$ cat src/rtl/pipe_pkg.sv
// ---------------------------------------------------------------------------
// pipe_pkg
// Shared definitions for the packed-stream pipeline (packer and unpacker).
//   state_t   : two-state control encoding (IDLE, SHIFT).
//   clamp_cnt : maps a raw lane count onto 1..n_lane; 0 and anything above
//               n_lane mean "full word".
// ---------------------------------------------------------------------------
package pipe_pkg;

    typedef enum logic {
        IDLE  = 1'b0,
        SHIFT = 1'b1
    } state_t;

    function automatic int clamp_cnt(input int n, input int n_lane);
        return ((n == 0) || (n > n_lane)) ? n_lane : n;
    endfunction

endpackage

$ cat src/rtl/pipe_unpack.sv
// ---------------------------------------------------------------------------
// pipe_unpack
// Word-to-lane unpacker. Takes one W_DATA-bit word (with a valid-lane count
// and end-of-packet flag) over a valid/ready handshake and emits its valid
// lanes one per cycle, least-significant lane first.
//
// Ports:
//   i_clk, i_rst          clock, synchronous active-high reset
//   i_valid/o_ready       input word handshake
//   i_data, i_nbytes      input word and its number of valid lanes
//   i_last                input word ends a packet
//   o_valid/i_ready       output lane handshake
//   o_data, o_last        current lane, final lane of an i_last word
//   o_busy                a word is held
// ---------------------------------------------------------------------------
module pipe_unpack
    import pipe_pkg::*;
#(
    parameter  int W_DATA = 32,
    parameter  int W_LANE = 8,
    localparam int N_LANE = W_DATA / W_LANE,
    localparam int W_CNT  = $clog2(N_LANE + 1)
) (
    input  logic              i_clk,
    input  logic              i_rst,
    input  logic              i_valid,
    output logic              o_ready,
    input  logic [W_DATA-1:0] i_data,
    input  logic [W_CNT-1:0]  i_nbytes,
    input  logic              i_last,
    output logic              o_valid,
    input  logic              i_ready,
    output logic [W_LANE-1:0] o_data,
    output logic              o_last,
    output logic              o_busy
);

    state_t              r_state;
    logic [W_DATA-1:0]   r_word;
    logic                r_last;
    logic [W_CNT-1:0]    r_cnt;
    logic [W_CNT-1:0]    r_idx;

    state_t              w_state_next;
    logic                w_shift;
    logic                w_final;
    logic                w_in_xfer;
    logic                w_out_xfer;
    logic [W_CNT-1:0]    w_cnt_in;
    logic [W_LANE-1:0]   w_lane;

    assign w_shift    = (r_state == SHIFT);
    assign w_final    = (r_idx == r_cnt - W_CNT'(1));
    assign w_cnt_in   = W_CNT'(clamp_cnt(int'(i_nbytes), N_LANE));
    assign w_lane     = r_word[int'(r_idx) * W_LANE +: W_LANE];

    // Ready depends only on held state and i_ready, so a new word can be
    // taken in the same cycle the final lane leaves (no bubble).
    assign o_ready    = !w_shift || (w_final && i_ready);
    assign w_in_xfer  = i_valid && o_ready;
    assign w_out_xfer = w_shift && i_ready;

    always_comb begin
        // NOTE: every output of this block gets a default first so no path
        // leaves a signal unassigned, which would infer a latch.
        w_state_next = r_state;
        o_valid      = 1'b0;
        o_data       = '0;
        o_last       = 1'b0;
        o_busy       = 1'b0;
        case (r_state)
            IDLE: begin
                if (w_in_xfer) w_state_next = SHIFT;
            end
            SHIFT: begin
                o_valid = 1'b1;
                o_data  = w_lane;
                o_last  = r_last && w_final;
                o_busy  = 1'b1;
                if (w_out_xfer && w_final && !w_in_xfer) w_state_next = IDLE;
            end
        endcase
    end

    always_ff @(posedge i_clk) begin
        // NOTE: sequential state uses non-blocking assignments so every
        // register samples the pre-edge values regardless of statement order.
        if (i_rst) begin
            // NOTE: the held word is a plain register, not a memory array, so
            // clearing it costs nothing and guarantees o_data reads zero.
            r_state <= IDLE;
            r_word  <= '0;
            r_last  <= 1'b0;
            r_cnt   <= '0;
            r_idx   <= '0;
        end else begin
            r_state <= w_state_next;
            if (w_in_xfer) begin
                r_word <= i_data;
                r_last <= i_last;
                r_cnt  <= w_cnt_in;
                r_idx  <= '0;
            end else if (w_out_xfer) begin
                r_idx  <= w_final ? '0 : r_idx + W_CNT'(1);
            end
        end
    end

endmodule

$ cat config.mk
export PLATFORM = sky130hd
export DESIGN_NAME = pipe_unpack
export DESIGN_NICKNAME = d
export VERILOG_FILES = /design/src/rtl/pipe_pkg.sv /design/src/rtl/pipe_unpack.sv
export SDC_FILE = /design/constraint.sdc
export NUM_CORES = 1
export LEC_CHECK = 0
export CAP_MARGIN = 20
export CORE_ASPECT_RATIO = 2
export CORE_MARGIN = 2
export CORE_UTILIZATION = 53
export DETAILED_ROUTE_END_ITERATION = 10
export PLACE_DENSITY = 0.84
export SETUP_SLACK_MARGIN = 0.2
export SYNTH_ARGS = -nofsm -noshare
export SYNTH_HDL_FRONTEND = slang
export SYNTH_SLANG_ARGS = --single-unit
$ cat constraint.sdc
create_clock -name i_clk -period 5.6 [get_ports i_clk]
set_input_delay 1.68 -clock i_clk [delete_from_list [all_inputs] [get_ports i_clk]]
set_output_delay 1.68 -clock i_clk [all_outputs]
set_load 0.02 [all_outputs]
## After elaboration in Yosys (flattened, before gate mapping)

Index checks and enable logic that the tools add are counted.

- Output and inout bits: 12
- Logic and storage cells: 31
- Register bits: 40
- Input bits: 40

- $lt $le $gt $ge: 1
- Equal/unequal tests: 1
- Reduce and logical (&&, ||, !) cells: 12
- Shift-type cells: 1
- Bitwise logic cells: 1
- Mux-type cells: 8
- Add/subtract/negate cells: 2

Operators with widths:

| kind | count |
|---|---|
| 32-bit by 7-bit indexed part select with 8-bit output | 1 |
| 8-bit 2-to-1 mux | 1 |
| 1-bit logical AND | 6 |
| 3-bit 2-to-1 mux | 2 |
| 1-bit 2-to-1 mux | 4 |
| 3-bit by 1-bit adder with 3-bit output (second input constant) | 1 |
| 3-bit == test | 1 |
| 3-bit greater-than comparator (second input constant) | 1 |
| 3-bit logical NOT | 1 |
| 3-bit by 1-bit subtractor with 3-bit output (second input constant) | 1 |
| 1-bit logical NOT | 2 |
| 1-bit logical OR | 2 |
| 1-bit one-hot mux with 2 select lines | 1 |
| 2-bit OR reduction | 1 |
| 1-bit inverter | 1 |

## Depth between registers and ports, before layout

- Depth after elaboration: 9
- Depth in mapped cells: 7
- Mapped depth without buffers: 5

## Least setup slack after synthesis

OpenSTA, ideal clock, no wires.

- Kind: input to output
- From: input port i_ready
- To: output port o_ready
- Data arrival time: 1.897 ns
- Required time: 3.920 ns
- Setup slack: 2.023 ns
- Stages on the path: 1
- Buffers on the path: 0
- Path through: a21bo_2

- Cells in the longest elaborated chain, start to end: 2

Ends and longest elaborated chain:

| item | line | source |
|---|---|---|
| from (decl) | pipe_unpack.sv:32 | `input logic i_ready,` |
| 1-bit logical AND | pipe_unpack.sv:59 | `assign o_ready = !w_shift \|\| (w_final && i_ready);` |
| 1-bit logical OR | pipe_unpack.sv:59 |  |
| to (decl) | pipe_unpack.sv:27 | `output logic o_ready,` |

Every way passes these cells.

## Worst setup path in the final report

Same ends and word-level chain as after synthesis.

==> summary.md <==
| Metric | Value |
|---|---|
| Count of pins over their slew limit | `0` |
| Final Hold Vio Count | `0` |
| Largest net degree at the start of global routing | `77` |
| WL per Instance | `13.78 µm` |
| CTS Root Cell | `clkbuf_8` |
| Setup TNS | `0 ns` |
| WP data arrival | `2.98 ns` |
| Switching pwr | `roughly 160 µW` |
| Pwr Total | `659.0 µW` |
| Maximum operating frequency | `0.2147 GHz` |
| Area Overhead vs Synth | `27.88%` |
| Drt first pass iters | `4` |
| Cell family with most CP delay | `buffers and inverters` |
| Share of cells above drive strength 1 | `0.09653` |
| Max incr delay on CP | `just under 0.6 ns` |
| Final setup violation count | `0` |
| Most common cell on crit path | `clkdlybuf4s50_1` |
| CTS sink cnt | `40` |
| Portion of total power attributed to the clock network | `0.349` |
| CP Data Required Time | `3.92 ns` |
| GP Congestion | `0.8144` |
| Worst-path fanout max | `6` |
| Leakage power figure | `about 0.0011 µW` |
| CP endpoint kind | `output pin` |
| RSZ-0062 raised after global routing | `false` |
| Cts repair resizes | `0` |
| Peak VDD IR | `0.3210 mV` |
| Synth Cell Area | `2195 µm²` |
| Syn nets | `256` |
| PwrDens | `between 200 and 250 nW/µm²` |
| DP Cell Count | `303` |
| Die width | `49.50 µm` |
| Number of synthesis warnings | `0` |
| Total gr overflow | `0` |
| Worst setup SP type | `input pin` |
| Total GRT Usage | `0.1958` |
| CTS tree | `done` |
| Hold buffer count at cts | `0` |
| # IOs | `52` |
| Yosys top cell by area | `dfxtp_1` |
| # DRC | `0` |
| Final Net Count | `301` |
| Comb power frac | `0.175` |
| Clock skew | `0.003300 ns` |
| Switch share | `0.2367` |
| Min-delay worst type | `flip-flop to flip-flop` |
| Commonest non-fill, non-tap cell in the layout | `nand2b_1` |
| Routed WL | `about 4300 µm` |
| Site row count | `33` |
| Final non-filler cell total | `around 310` |
| Top post-synthesis cells by area | `dfxtp_1 (36%), nand2b_1 (20%), mux2i_1 (16%), mux4_2 (8.2%), nor2b_1 (2.6%)` |
| Final Critical Period | `roughly 4.7 ns` |
| Count of inserted antenna diode cells | `0` |
| Fin crit share | `0.8318` |
| Htree depth | `2` |
| Setup CP Type | `input pin to output pin` |
| Initial DRC Count | `29` |
| Synth unique cells | `29` |
| CTS Buf Count | `5` |
| Synthesized instance count | `between 200 and 250` |
| Postcts setup bufs | `0` |
| Syn_area_per_cell | `10.30 µm²` |
| CP Cell Sequence | `clkdlybuf4s50_1, a21bo_2, clkdlybuf4s50_1` |
| Via density | `5.132` |
| Antenna Nets Post-Route | `0` |
| Vias in the first global route | `approximately 1600` |
| Full die area | `4703 µm²` |
| Post-DP HPWL | `3031 µm` |
| First-pass GRT wire length | `7024 µm` |
| Status | `finished clean` |
| Crit-path slowest cell | `clkdlybuf4s50_1` |
| Slew headroom | `0.4048` |
| Sequential area share after synthesis | `0.3649` |
| Die Ht | `between 90 and 100 µm` |
| Initial antenna violation count | `0` |
| Most frequent cells in the layout | `nand2b_1 (70), clkdlybuf4s50_1 (50), dfxtp_1 (40), mux2i_1 (35), nor2b_1 (9)` |
| Via Count | `around 1600` |
| Core Box Area | `4046 µm²` |
| Synthesized flop and latch total | `40` |
| Worst skew pair latency | `around 0.29 ns` |
| Bufs on Longest Clock Path | `2` |
| Seq pwr share | `0.476` |
| PortBufs | `51` |
| Top-area cell type share of the netlist area | `0.3649` |
| MaxCap Viol Count | `0` |
| Worst-path clk slew | `0.07 ns` |
| Initial Util | `0.5424` |
| WP buf/inv | `2` |
| Tightest Pin Transition | `0.8928 ns` |
| Internal | `between 500 and 600 µW` |
[metal layers]
metal | track usage | wire [µm]
met2 | 0.3705 | 2373
met4 | 0.06019 | 73
met5 | 0 | 0
met3 | 0.04747 | 138
met1 | 0.2095 | 1702
[tightest hold or removal path, cell delays in order, from the launching register on]
cell and delay [ns]:
dfxtp_1 0.31, nand2b_1 0.06, mux2i_1 0.05
[state kept, by name (all words and copies together), names as in the netlist]
signal	cells
r_word	32
r_cnt	3
r_idx	3
r_last	1
r_state	1
[power by group through the flow]
stage | clock [µW] | sequential, µW | combinational (µW)
after floorplan | 0 | 316 | 74.7
after global placement | 0 | 319 | 113
after detailed placement | 0 | 320 | 116
after CTS | 234 | 314 | 117
after global routing | 247 | 316 | 125
final | 230 | 314 | 115
[per-stage QoR]
step	instance area (µm²)	setup WS (ns)	hold WS (ns)	util
CTS	2806	0.9442	0.4755	0.6936
finish	2806	0.9418	0.4724	0.6936
detailed placement	2695	0.9442	0.4608	0.6660
global route	2806	0.8879	0.4799	0.6936
floorplan	2195	2.023	0.4442	-
global placement	2695	0.9568	0.4557	0.6660
[synthesized netlist by cell type, drive strengths merged]
cell	instances
a311oi	1
or2	2
nor2b	9
and3	1
nor3	1
clkbuf	8
a211oi	2
xor3	1
o311ai	2
a21bo	1
buf	7
xnor2	2
nand2b	70
o41ai	1
nor4	2
mux4	8
o211ai	1
dfxtp	40
nand4	1
nor2	2
mux2	1
mux2i	35
ha	3
and2	1
or3b	2
inv	5
nand2	4
[cell type report]
cell class | count | area, µm²
timing repair buffer | 53 | 520.5
clock buffer | 5 | 68.82
multi-input combinational | 153 | 1290
clock inverter | 3 | 42.54
sequential | 40 | 800.8
inverter | 5 | 18.77
tap | 52 | 65.06
fill | 328 | 1240
[cell families after synthesis]
kind of cell	share of synthesized area
AO/OA/AOI/OAI	0.03934
XOR/XNOR	0.01881
adder cells (fa/ha/maj)	0.01711
buffers and inverters	0.04732
flip-flops	0.3649
multiplexers	0.2469
AND/OR/NAND/NOR	0.2657
[path summary, 6_finish.rpt]
| check | from | end | slack, ns | cells past startpoint |
|---|---|---|---|---|
| max | i_ready | o_ready | 0.94 | 3 |
| min | r_word[18] | r_word[18] | 0.47 | 2 |
| max reg2reg | r_idx[0] | r_cnt[2] | 3.18 | 4 |
| min reg2reg | r_word[18] | r_word[18] | 0.47 | 2 |
Power figures use the tool's default switching activity.
